File: src/rtl/pc_pkg.sv
// rtl/pc_pkg.sv - shared encodings for the program-counter generator
//
// Purpose: next-PC source selector codes and trap cause codes used by
//          pc_gen and pc_target.
package pc_pkg;

  // Next-PC source selector. Codes 6 and 7 are unused and behave as SEQ.
  typedef enum logic [2:0] {
    SEL_SEQ    = 3'd0,
    SEL_BRANCH = 3'd1,
    SEL_JAL    = 3'd2,
    SEL_JALR   = 3'd3,
    SEL_TRAP   = 3'd4,
    SEL_MRET   = 3'd5
  } pc_sel_e;

  // Cause recorded on trap entry.
  typedef enum logic [1:0] {
    CAUSE_NONE     = 2'd0,
    CAUSE_MISALIGN = 2'd1,
    CAUSE_EXT      = 2'd2
  } cause_e;

endpackage

File: src/rtl/pc_target.sv
// rtl/pc_target.sv - control-flow target adder and misalignment detector
//
// Purpose: sign-extends the immediate, forms pc+imm (BRANCH/JAL) or
//          (rs1+imm)&~1 (JALR), and flags targets that are not word aligned.
// Ports:
//   pc_sel_i     in  3       next-PC source selector
//   pc_i         in  ADDR_W  current PC
//   immediate_i  in  IMM_W   signed offset
//   rs1_i        in  ADDR_W  low bits of Reg[rs1]
//   target_o     out ADDR_W  computed target (modulo 2^ADDR_W)
//   misalign_o   out 1       target is not a legal instruction address
module pc_target
  import pc_pkg::*;
#(
  parameter int ADDR_W = 10,
  parameter int IMM_W  = 21
) (
  input  logic [2:0]        pc_sel_i,
  input  logic [ADDR_W-1:0] pc_i,
  input  logic [IMM_W-1:0]  immediate_i,
  input  logic [ADDR_W-1:0] rs1_i,
  output logic [ADDR_W-1:0] target_o,
  output logic              misalign_o
);

  logic [ADDR_W-1:0] imm_ext;
  logic [ADDR_W-1:0] base;
  logic [ADDR_W-1:0] sum;
  logic              is_jalr;

  // Widen with sign bits, or simply truncate when the PC is narrower.
  generate
    if (ADDR_W > IMM_W) begin : g_sext
      assign imm_ext = {{(ADDR_W-IMM_W){immediate_i[IMM_W-1]}}, immediate_i};
    end else begin : g_trunc
      assign imm_ext = immediate_i[ADDR_W-1:0];
    end
  endgenerate

  assign is_jalr = (pc_sel_i == SEL_JALR);
  assign base    = is_jalr ? rs1_i : pc_i;
  assign sum     = base + imm_ext;

  // JALR clears bit0 architecturally, so only bit1 can make it misaligned.
  assign target_o   = is_jalr ? {sum[ADDR_W-1:1], 1'b0} : sum;
  assign misalign_o = is_jalr ? sum[1] : (sum[1] | sum[0]);

endmodule

File: src/rtl/pc_gen.sv
// rtl/pc_gen.sv - parametrised program-counter generator with trap support
//
// Purpose: selects the next fetch address (SEQ, BRANCH, JAL, JALR, TRAP,
//          MRET), traps on misaligned targets, keeps the saved exception PC,
//          in-trap flag and last cause, and emits registered trap/redirect
//          pulses. Stall freezes all state.
// Ports:
//   clk, reset   clock and synchronous active-high reset
//   stall        hold all state, suppress pulses
//   pc_sel       next-PC source selector (see pc_pkg)
//   cond_true    resolved branch condition
//   immediate    signed offset
//   reg_out1     Reg[rs1], low ADDR_W bits used
//   pc_out       current fetch address
//   pc_plus4     pc_out+4 (combinational link value)
//   epc_out      saved exception PC
//   in_trap      trap handler active
//   cause_o      last trap cause
//   trap_o       one-cycle pulse after trap entry
//   redirect_o   one-cycle pulse after any non-sequential load
module pc_gen
  import pc_pkg::*;
#(
  parameter int                ADDR_W    = 10,
  parameter int                IMM_W     = 21,
  parameter logic [ADDR_W-1:0] RESET_VEC = '0,
  parameter logic [ADDR_W-1:0] TRAP_VEC  = ADDR_W'('h3F0)
) (
  input  logic              clk,
  input  logic              reset,
  input  logic              stall,
  input  logic [2:0]        pc_sel,
  input  logic              cond_true,
  input  logic [IMM_W-1:0]  immediate,
  input  logic [31:0]       reg_out1,
  output logic [ADDR_W-1:0] pc_out,
  output logic [ADDR_W-1:0] pc_plus4,
  output logic [ADDR_W-1:0] epc_out,
  output logic              in_trap,
  output logic [1:0]        cause_o,
  output logic              trap_o,
  output logic              redirect_o
);

  logic [ADDR_W-1:0] pc_q, pc_d;
  logic [ADDR_W-1:0] epc_q, epc_d;
  logic              in_trap_q, in_trap_d;
  cause_e            cause_q, cause_d;
  logic              trap_q, trap_d;
  logic              redirect_q, redirect_d;

  logic [ADDR_W-1:0] target;
  logic              misalign;
  logic [ADDR_W-1:0] seq_pc;
  logic              unused_rs1_hi;

  assign unused_rs1_hi = ^reg_out1[31:ADDR_W];

  pc_target #(
    .ADDR_W (ADDR_W),
    .IMM_W  (IMM_W)
  ) u_target (
    .pc_sel_i    (pc_sel),
    .pc_i        (pc_q),
    .immediate_i (immediate),
    .rs1_i       (reg_out1[ADDR_W-1:0]),
    .target_o    (target),
    .misalign_o  (misalign)
  );

  assign seq_pc = pc_q + ADDR_W'(4);

  always_comb begin
    pc_d       = seq_pc;
    epc_d      = epc_q;
    in_trap_d  = in_trap_q;
    cause_d    = cause_q;
    trap_d     = 1'b0;
    redirect_d = 1'b0;

    if (stall) begin
      // Inputs are dropped, not queued; pulses drop for this cycle.
      pc_d = pc_q;
    end else begin
      unique case (pc_sel)
        SEL_BRANCH, SEL_JAL, SEL_JALR: begin
          // An untaken branch falls through to the SEQ defaults.
          if (pc_sel != SEL_BRANCH || cond_true) begin
            redirect_d = 1'b1;
            if (misalign) begin
              pc_d      = TRAP_VEC;
              epc_d     = pc_q;
              in_trap_d = 1'b1;
              cause_d   = CAUSE_MISALIGN;
              trap_d    = 1'b1;
            end else begin
              pc_d = target;
            end
          end
        end
        SEL_TRAP: begin
          // Nested traps simply overwrite epc and cause.
          pc_d       = TRAP_VEC;
          epc_d      = pc_q;
          in_trap_d  = 1'b1;
          cause_d    = CAUSE_EXT;
          trap_d     = 1'b1;
          redirect_d = 1'b1;
        end
        SEL_MRET: begin
          if (in_trap_q) begin
            pc_d       = epc_q;
            in_trap_d  = 1'b0;
            redirect_d = 1'b1;
          end
        end
        default: ;
      endcase
    end
  end

  always_ff @(posedge clk) begin
    if (reset) begin
      pc_q       <= RESET_VEC;
      epc_q      <= '0;
      in_trap_q  <= 1'b0;
      cause_q    <= CAUSE_NONE;
      trap_q     <= 1'b0;
      redirect_q <= 1'b0;
    end else begin
      pc_q       <= pc_d;
      epc_q      <= epc_d;
      in_trap_q  <= in_trap_d;
      cause_q    <= cause_d;
      trap_q     <= trap_d;
      redirect_q <= redirect_d;
    end
  end

  assign pc_out     = pc_q;
  assign pc_plus4   = seq_pc;
  assign epc_out    = epc_q;
  assign in_trap    = in_trap_q;
  assign cause_o    = cause_q;
  assign trap_o     = trap_q;
  assign redirect_o = redirect_q;

endmodule

File: config.mk
export PLATFORM = sky130hd
export DESIGN_NAME = pc_gen
export DESIGN_NICKNAME = d
export VERILOG_FILES = /design/src/rtl/pc_pkg.sv /design/src/rtl/pc_target.sv /design/src/rtl/pc_gen.sv
export SDC_FILE = /design/constraint.sdc
export NUM_CORES = 1
export LEC_CHECK = 0
export BUFFER_PORTS_ARGS = -buffer_cell sky130_fd_sc_hd__buf_2
export CORE_ASPECT_RATIO = 1.4
export CORE_UTILIZATION = 51
export CTS_BUF_LIST = sky130_fd_sc_hd__clkbuf_2
export DETAILED_ROUTE_END_ITERATION = 16
export PLACE_DENSITY = 0.87
export SYNTH_ARGS = -nofsm -noshare
export SYNTH_HDL_FRONTEND = slang
export SYNTH_SLANG_ARGS = --single-unit
File: constraint.sdc
create_clock -name clk -period 9.05 [get_ports clk]
set_clock_uncertainty 0.15 [all_clocks]
set_input_delay 1.3575 -clock clk [delete_from_list [all_inputs] [get_ports clk]]
set_output_delay 1.3575 -clock clk [all_outputs]
set_load 0.1 [all_outputs]
==> flow_summary_export.csv, run 1 <==
group,metric,value,unit
sta,timing.final.max_slew_violations,0,
final_layout,layout.filler_cells,340,
clock_tree,worstSkewPairLatency,350,ps
setup_path,timing.setup.critical_path_class,"input pin to flop",
sta,relSlewSlack,60.3,%
job,drv_cap,0,
setup_path,worst-endpoint-required,9170,ps
synthesis,yosys_most_used_dff,"dfxtp_1",
power_and_ir_drop,p_leak,1.04,nW
detailed_routing,drtPass1Iterations,4,
final_layout,syn2layout_area_growth,14.8,%
final_layout,multiInputGateArea,1250,um^2
clock_tree,cts.repair.resized,0,
global_route,grt_pass1_vias,1583,
detailed_routing,drt_first_iter_violations,32,
synthesis,avgSynthCellArea,8.37,um^2
final_layout,layout.cells.most_common,"buf_2",
sta,totalNegativeSetupSlack,0,ps
final_layout,antennaDiodeCount,0,
synthesis,netlist-cell-type-count,44,
clock_tree,clkTransAtPathRegs,240,ps
power_and_ir_drop,power-per-cell-area,148,nW/um^2
setup_path,timing.critical_path.arrival,4480,ps
detailed_routing,drcViolationCount,0,
detailed_routing,drt-wirelength-per-cell,13.7,um
setup_path,crit_path_max_fanout,13,
clock_tree,cts-htree-levels,1,
clock_tree,cts_tree,"done",
detailed_routing,viasPerCell,5.74,
die,die_area,3960,um^2
die,dieWidth,53.5,um
die,row_count,25,
detailed_routing,detail_route.wirelength,4.34,mm
synthesis,number_of_enable_type_register_cells_in_the_synthesized_netlist,0,
sta,timing_hold_violations_final,0,
placement,gp_congestion,0.896,
setup_path,setup.worst_path.end_class,"flop",
clock_tree,cts-root-to-sink-buffers,2,
final_layout,area.sequential,500,um^2
clock_tree,clkSinkCount,25,
min_path,min_path_type,"flop to flop",
min_path,hold-path-cell-count,2,
clock_tree,ctsRootBufferMaster,"clkbuf_2",
final_layout,share_of_post_route_cells_with_drive_strength_above_1,30.1,%
global_route,grt_max_degree,26,
clock_tree,tritoncts.num_buffers,3,
placement,preCtsSetupSlack,4310,ps
synthesis,syn-cell-area,1890,um^2
setup_path,worst_r2r_path_depth,9,
global_route,antenna_found_initial,0,
global_route,grt.overflow.total,0,
global_route,grtUsageTotal,22.5,%
setup_path,cp-start-kind,"input pin",
power_and_ir_drop,ir_drop,0.0879,mV
synthesis,synth.yosys.warnings,0,
detailed_routing,vias,1815,
die,initial_utilization,54.5,%
placement,hpwlAfterDp,3.42,mm
die,core-area,3470,um^2
sta,rsz0062_at_grt,"no",
run_status,status,"completed",
sta,setup_violations,0,
clock_tree,cts.repair_timing.setup_buffer_count,0,
die,fp.dieH,74.0,um
sta,period_share,48.2,%
synthesis,postSynthCellCount,226,
die,io-pin-count,95,
synthesis,synth-seq-area-share,26.5,%
final_layout,design.final.nets,348,
synthesis,synth_nets,297,
clock_tree,cts_hold_buf,0,
final_layout,layout_common_cells,"buf_2, nor2_1, dfxtp_1",
sta,finalWorstPathRequiredPeriod,4360,ps
sta,timing.fmax,229,MHz
synthesis,synth_async_sr_flop_share,0,%
detailed_routing,final_antenna_net_count,0,
synthesis,yosys_register_bits,25,
placement,place.port_buffers,61,
global_route,grt_pass1_wl,6.80,mm
sta,measured_slew_at_the_worst_slew_check_pin,593,ps
sta,post-route-worst-setup-slack,4690,ps
-- final timing paths --
check / endpoint / slack, ps / start
max: epc_out[4] / 4690 / pc_sel[0]
min: pc_out[1] / 360 / epc_out[1]
max reg2reg: epc_out[4] / 6150 / pc_out[0]
min reg2reg: pc_out[1] / 360 / epc_out[1]
-- synth_stat cells (2+ instances only) --
library cell  number  share of area, %
a211oi_1           4               1.6
a21o_1             3               1.2
nor2_2             2              0.66
nor2b_1            3              0.99
mux2i_1           11               5.8
o21a_1             3               1.2
ha_1              10               6.6
a221oi_1           4               1.9
a31oi_1            4               1.3
a21oi_1           20               5.3
xor2_1             6               2.8
nand2b_1           3              0.99
nand2_1            9               1.8
o21ai_0           13               3.4
dfxtp_1           25                26
inv_1             13               2.6
a22o_1             2              0.93
buf_6              3               1.8
buf_2              4               1.1
buf_4              3               1.2
nor3b_1            2              0.79
clkbuf_1           4              0.79
mux2_2             9               5.4
nand3_1            5               1.3
o21bai_1           3               1.2
nor2_1            25               5.0
a221o_1            2               1.1
xnor2_1            9               4.2
nor3_1             6               1.6
and2b_1            2              0.79
-- power breakdown --
group / internal [mW] / total (mW) / switching (mW) / leakage, nW
combinational: 0.0415 / 0.154 / 0.112 / 0.819
sequential: 0.116 / 0.124 / 0.00834 / 0.204
clock: 0.0100 / 0.0440 / 0.0340 / 0.0164
total: 0.167 / 0.322 / 0.154 / 1.04
-- metrics by stage --
step / hold WS [ps] / cell area [um^2] / power [mW] / std cells / util, %
after floorplan: 769 / 1890 / 0.255 / 226 / -
after global placement: 317 / 2150 / 0.277 / 312 / 61.9
after detailed placement: 328 / 2150 / 0.279 / 312 / 61.9
after CTS: 359 / 2170 / 0.322 / 316 / 62.5
after global routing: 393 / 2170 / 0.336 / 316 / 62.5
final: 360 / 2170 / 0.322 / 316 / 62.5
-- critical path, cell delays in order --
cell and delay, ps:
buf_2 230, nand3b_1 460, mux2_2 440, ha_1 220, inv_1 70, fa_1 480
a31oi_1 240, o2bb2ai_2 200, and2b_1 470, mux2i_1 250, nor2_1 60
-- sequential cells by signal, indices dropped and copies added (netlist names) --
| signal | count |
|---|---|
| epc_out | 10 |
| pc_out | 10 |
| cause_o | 2 |
| in_trap | 1 |
| redirect_o | 1 |
| trap_o | 1 |
-- cell families after synthesis --
family          synth area share (%)
mux                             11.2
simple gates                    18.0
fa+ha+maj                       7.68
xor+xnor                        6.95
compound gates                  22.1
buf+inv                         7.61
flops                           26.5
-- final cells by class --
type                    count  area share (%)
multi-input cells         173            57.4
clock inverters             1           0.231
repair buffers             61            14.1
well taps                  40            2.31
flip-flops and latches     25            23.1
clock buffers               3           0.692
inverters                  13            2.25
-- layer usage --
layer / vias up / GRT usage, % / wire, um
met5: - / 0 / 0
li1: 899 / - / -
met2: 54 / 41.5 / 2300
met1: 853 / 26.2 / 1770
met4: 0 / 8.19 / 85
met3: 9 / 1.43 / 193
Note: power is estimated with default switching activity, not from simulation.
==> inputs of run 2 (changes only) <==
- ABC_AREA: default -> 1
- CORE_UTILIZATION: 51 -> 43
- PLACE_DENSITY: 0.87 -> 0.77
- clock period: 9.05 -> 3.5 ns (I/O delays scaled with it)
==> flow_summary_export.csv, run 2 <==
group,metric,value,unit
synthesis,synth.yosys.warnings,0,
setup_path,crit_path_max_fanout,5,
synthesis,synth_top_cells_by_count,"nand2_1, inv_1, a21oi_1, nand3_1, dfxtp_1",
synthesis,postSynthCellCount,305,
synthesis,yosys_register_bits,25,
synthesis,synth_nets,376,
sta,timing_hold_violations_final,0,
power_and_ir_drop,ir_drop,0.315,mV
synthesis,netlist-cell-type-count,38,
global_route,grt.overflow.total,0,
synthesis,synth.largest_area_cell,"dfxtp_1",
synthesis,synth-seq-area-share,25.4,%
synthesis,avgSynthCellArea,6.46,um^2
synthesis,number_of_enable_type_register_cells_in_the_synthesized_netlist,0,
setup_path,worst_r2r_path_depth,12,
clock_tree,worstSkewPairLatency,350,ps
synthesis,yosys.cell_count.top_type,"nand2_1",
sta,period_share,78.6,%
min_path,hold-path-cell-count,2,
final_layout,antennaDiodeCount,0,
detailed_routing,viasPerCell,5.13,
synthesis,syn-cell-area,1970,um^2
placement,place.port_buffers,61,
detailed_routing,detail_route.wirelength,5.17,mm
synthesis,synth_async_sr_flop_share,0,%
die,die_area,4860,um^2
die,core-area,4310,um^2
setup_path,timing.setup.critical_path_class,"flop to primary output",
min_path,min_to,"pc_out[5]",
die,initial_utilization,45.7,%
clock_tree,clkSinkCount,25,
sta,timing.fmax,363,MHz
detailed_routing,drt_first_iter_violations,81,
clock_tree,tritoncts.num_buffers,3,
global_route,grtUsageTotal,22.2,%
final_layout,share_of_post_route_cells_with_drive_strength_above_1,24.9,%
clock_tree,cts.repair_timing.setup_buffer_count,0,
setup_path,setup.worst_path.end_class,"primary output",
placement,hpwlAfterDp,4.19,mm
setup_path,cp-start-kind,"flop",
clock_tree,cts.repair.resized,0,
final_layout,layout.cells.most_common,"nand2_1",
sta,measured_slew_at_the_worst_slew_check_pin,491,ps
clock_tree,cts-htree-levels,1,
detailed_routing,drtPass1Iterations,4,
synthesis,yosysTopAreaCellShare,25.4,%
setup_path,reg2reg_to,"epc_out[2]",
min_path,hold_path.startpoint,"reset",
die,io-pin-count,95,
run_status,status,"completed",
clock_tree,cts-root-to-sink-buffers,2,
sta,totalNegativeSetupSlack,0,ps
job,drv_cap,0,
clock_tree,clkTransAtPathRegs,250,ps
global_route,grt_max_degree,20,
die,dieWidth,59.2,um
sta,setup_violations,0,
sta,finalWorstPathRequiredPeriod,2750,ps
power_and_ir_drop,p_leak,1.26,nW
placement,gp_congestion,0.822,
clock_tree,cts_hold_buf,0,
final_layout,design.final.nets,434,
global_route,antenna_found_initial,0,
sta,rsz0062_at_grt,"no",
sta,relSlewSlack,67.5,%
clock_tree,cts_tree,"done",
die,fp.dieH,82.1,um
clock_tree,ctsRootBufferMaster,"clkbuf_2",
detailed_routing,vias,2165,
detailed_routing,final_antenna_net_count,0,
sta,timing.final.max_slew_violations,0,
global_route,grt_pass1_vias,1948,
setup_path,worst-endpoint-required,2820,ps
setup_path,timing.critical_path.arrival,2080,ps
power_and_ir_drop,overall_power_of_the_completed_layout,0.976,mW
setup_path,timing.reg2reg.setup_slack,1010,ps
setup_path,r2r-start,"pc_out[0]",
global_route,grt_pass1_wl,8.38,mm
min_path,min_path_type,"input pin to flop",
final_layout,layout_common_cells,"nand2_1, buf_2, inv_1",
synthesis,netlist_top_cells_area,"dfxtp_1, nand2_1, a21oi_1, inv_1, nand3_1",
detailed_routing,drcViolationCount,0,
die,row_count,28,
final_layout,syn2layout_area_growth,17.9,%
power_and_ir_drop,power-per-cell-area,420,nW/um^2
synthesis,yosys_most_used_dff,"dfxtp_1",
detailed_routing,drt-wirelength-per-cell,12.2,um
run 2: cell types whose count changed after synthesis, moves of 10 or more:
cell / delta
a21oi_1: +10
inv_1: +26
mux2i_1: -11
nand2_1: +66
nand3_1: +22
o21ai_0: +11
run 2: per-stage QoR:
| stage | cell area [um^2] | hold WS, ps | worst slack (ps) | utilization [%] | instances |
|---|---|---|---|---|---|
| 2_1_floorplan | 1980 | 540 | 56.7 | - | 305 |
| 3_3_place_gp | 2300 | 334 | 621 | 53.5 | 418 |
| 3_5_place_dp | 2300 | 352 | 571 | 53.5 | 418 |
| 4_1_cts | 2320 | 311 | 750 | 53.9 | 422 |
| 5_1_grt | 2320 | 304 | 618 | 53.9 | 422 |
| 6_report | 2320 | 330 | 749 | 53.9 | 422 |
run 2: worst max path at each step:
stage	from	to	cells past startpoint
after global placement	pc_sel[0]	pc_out[8]	17
after detailed placement	pc_sel[0]	pc_out[8]	17
after CTS	pc_out[2]	pc_plus4[8]	5
final	pc_out[2]	pc_plus4[8]	5
after floorplan	pc_out[2]	pc_plus4[4]	2
after global routing	pc_out[2]	pc_plus4[8]	5
run 2: worst max-delay path: stages (launching register included):
cell and delay [ps]:
dfxtp_1 450, ha_1 210, nand3_1 140, nor3_1 310, xor2_2 170, buf_2 440
run 2: where the power goes:
part	leakage, nW	internal [mW]	total, mW	switching, mW
Clock	0.0164	0.0259	0.117	0.0914
Sequential	0.205	0.309	0.331	0.0229
Combinational	1.04	0.113	0.527	0.414
run 2: per-layer routing:
layer	up-vias	track usage [%]	share of wire, %	routed length [um]
met2	75	40.7	51	2630
met3	11	1.71	4.9	253
met4	0	9.29	2.1	106
li1	1105	-	-	-
met1	974	26.0	42	2180
met5	-	0	0	0
run 2: cell type report:
class / instances / area, um^2
clock buffers: 3 / 15.0
clock inverters: 1 / 5.00
fillers: 435 / 1990
inverters: 45 / 181
multi-input cells: 226 / 1230
flip-flops and latches: 25 / 500
well taps: 60 / 75.1
repair buffers: 62 / 313
run 2: logic make-up (layout without fill, tap and decap cells):
kind of cell,count (synthesis),after routing,share of synthesized area [%]
simple gates,138,138,31.4
compound gates,69,69,19.9
buf+inv,54,111,12.4
flops,25,25,25.4
fa+ha+maj,11,11,7.37
xor+xnor,8,8,3.56
==> inputs of run 3 (changes only) <==
- CORE_UTILIZATION: 43 -> 48
- PLACE_DENSITY: 0.77 -> 0.82
- clock period: 3.5 -> 2.8 ns (I/O delays scaled with it)
==> flow_summary_export.csv, run 3 (same netlist as run 2, synthesis figures left out) <==
group,metric,value,unit
clock_tree,cts_tree,"done",
die,dieWidth,56.2,um
die,initial_utilization,50.3,%
die,die_area,4370,um^2
die,io-pin-count,95,
global_route,grt_max_degree,20,
sta,rsz0062_at_grt,"no",
global_route,antenna_found_initial,0,
detailed_routing,vias,2190,
clock_tree,clkSinkCount,25,
power_and_ir_drop,combinationalPowerShare,54.6,%
sta,timing.final.max_slew_violations,0,
sta,totalNegativeSetupSlack,0,ps
min_path,min_path_type,"input pin to flop",
job,drv_cap,0,
global_route,grt.overflow.total,0,
detailed_routing,drt-wirelength-per-cell,12.8,um
global_route,grtUsageTotal,23.8,%
setup_path,worst_setup_path_startpoint,"pc_out[2]",
final_layout,layout_common_cells,"nand2_1, buf_2, inv_1",
setup_path,r2r-start,"pc_out[0]",
final_layout,antennaDiodeCount,0,
setup_path,setup.worst_path.end_class,"primary output",
sta,timing.fmax,373,MHz
power_and_ir_drop,p_leak,1.29,nW
die,core-area,3920,um^2
placement,place.port_buffers,61,
setup_path,timing.setup.critical_path_class,"flop to primary output",
setup_path,reg2reg_to,"pc_out[8]",
final_layout,share_of_post_route_cells_with_drive_strength_above_1,28.9,%
power_and_ir_drop,power_switching,0.663,mW
placement,hpwlAfterDp,4.15,mm
power_and_ir_drop,clockPowerShare,11.5,%
power_and_ir_drop,ir_drop,0.479,mV
setup_path,cp-start-kind,"flop",
global_route,grt_pass1_wl,8.43,mm
die,fp.dieH,77.8,um
sta,measured_slew_at_the_worst_slew_check_pin,497,ps
run_status,status,"completed",
setup_path,timing.critical_path.arrival,2110,ps
placement,gp_congestion,0.915,
clock_tree,clkTransAtPathRegs,220,ps
clock_tree,ctsRootBufferMaster,"clkbuf_2",
sta,timing_hold_violations_final,0,
power_and_ir_drop,switching_share,53.8,%
min_path,hold_path.startpoint,"reset",
setup_path,crit_path_end,"pc_plus4[8]",
detailed_routing,viasPerCell,5.34,
placement,postPlaceCellArea,2350,um^2
setup_path,timing.reg2reg.setup_slack,400,ps
final_layout,syn2layout_area_growth,20.8,%
sta,period_share,95.8,%
power_and_ir_drop,power.internal,0.569,mW
sta,finalWorstPathRequiredPeriod,2680,ps
sta,setup_violations,0,
detailed_routing,drtPass1Iterations,4,
clock_tree,worstSkewPairLatency,360,ps
clock_tree,cts-htree-levels,1,
power_and_ir_drop,power-per-cell-area,518,nW/um^2
setup_path,crit_path_max_fanout,5,
clock_tree,tritoncts.num_buffers,3,
die,row_count,27,
clock_tree,cts_hold_buf,0,
detailed_routing,drcViolationCount,0,
global_route,grt_pass1_vias,1954,
min_path,hold-path-cell-count,2,
setup_path,worst-endpoint-required,2230,ps
detailed_routing,detail_route.wirelength,5.26,mm
setup_path,worst_r2r_path_depth,14,
final_layout,stdcell_area,2380,um^2
final_layout,layout.cells.most_common,"nand2_1",
detailed_routing,drt_first_iter_violations,76,
detailed_routing,final_antenna_net_count,0,
final_layout,design.final.nets,439,
sta,relSlewSlack,67.1,%
power_and_ir_drop,seq_power_share,33.9,%
clock_tree,cts-root-to-sink-buffers,2,
## run 3: changes by cell type in the layout (fill, tap and decap cells not counted), sizes merged
cell,delta
clkinvlp,+1
inv,-1
buf,+5
## run 3: power groups by stage
stage          Sequential (mW)  Combinational [mW]  Clock [mW]
3_3_place_gp             0.424               0.659           0
2_1_floorplan            0.626               0.347           0
3_5_place_dp             0.424               0.667           0
6_report                 0.418               0.673       0.141
5_1_grt                  0.422               0.715       0.159
4_1_cts                  0.417               0.669       0.147
## run 3: area by class of cell
cell class / instances / area [um^2]
inverters: 45 / 185
clock buffers: 3 / 15.0
flip-flops and latches: 25 / 513
multi-input cells: 226 / 1260
well taps: 43 / 53.8
repair buffers: 67 / 350
clock inverters: 1 / 5.00
fillers: 362 / 1540
## run 3: routing by layer
metal	GRT usage, %	wire length, um
met1	27.8	2180
met2	43.1	2640
met3	2.00	312
met4	11.0	121
met5	0	0
## run 3: worst min-delay path by stage
| stage | to | slack [ps] |
|---|---|---|
| 2_1_floorplan | pc_out[6] | 430 |
| 3_3_place_gp | cause_o[1] | 330 |
| 3_5_place_dp | epc_out[1] | 350 |
| 4_1_cts | pc_out[5] | 190 |
| 5_1_grt | in_trap | 210 |
| 6_report | pc_out[5] | 210 |
## run 3: what timing repair did
item                       CTS  global route
resized for setup            1             0
setup buffers                0             0
setup endpoints to repair    1             0
## run 3: through the flow
stage | total power, mW | hold slack (ps) | util [%] | setup slack [ps] | instances
global route | 1.30 | 211 | 60.7 | 17.9 | 410
floorplan | 0.973 | 427 | - | 39.4 | 305
CTS | 1.23 | 194 | 60.7 | 113 | 410
global placement | 1.08 | 329 | 60.1 | 51.6 | 406
detailed placement | 1.09 | 348 | 60.1 | 24.7 | 406
finish | 1.23 | 209 | 60.7 | 117 | 410
## run 3: critical path: stages (launching register included)
cell and delay, ps:
dfxtp_4 430, ha_1 220, nand3_1 190, nor3_2 300, xor2_4 170, buf_2 440
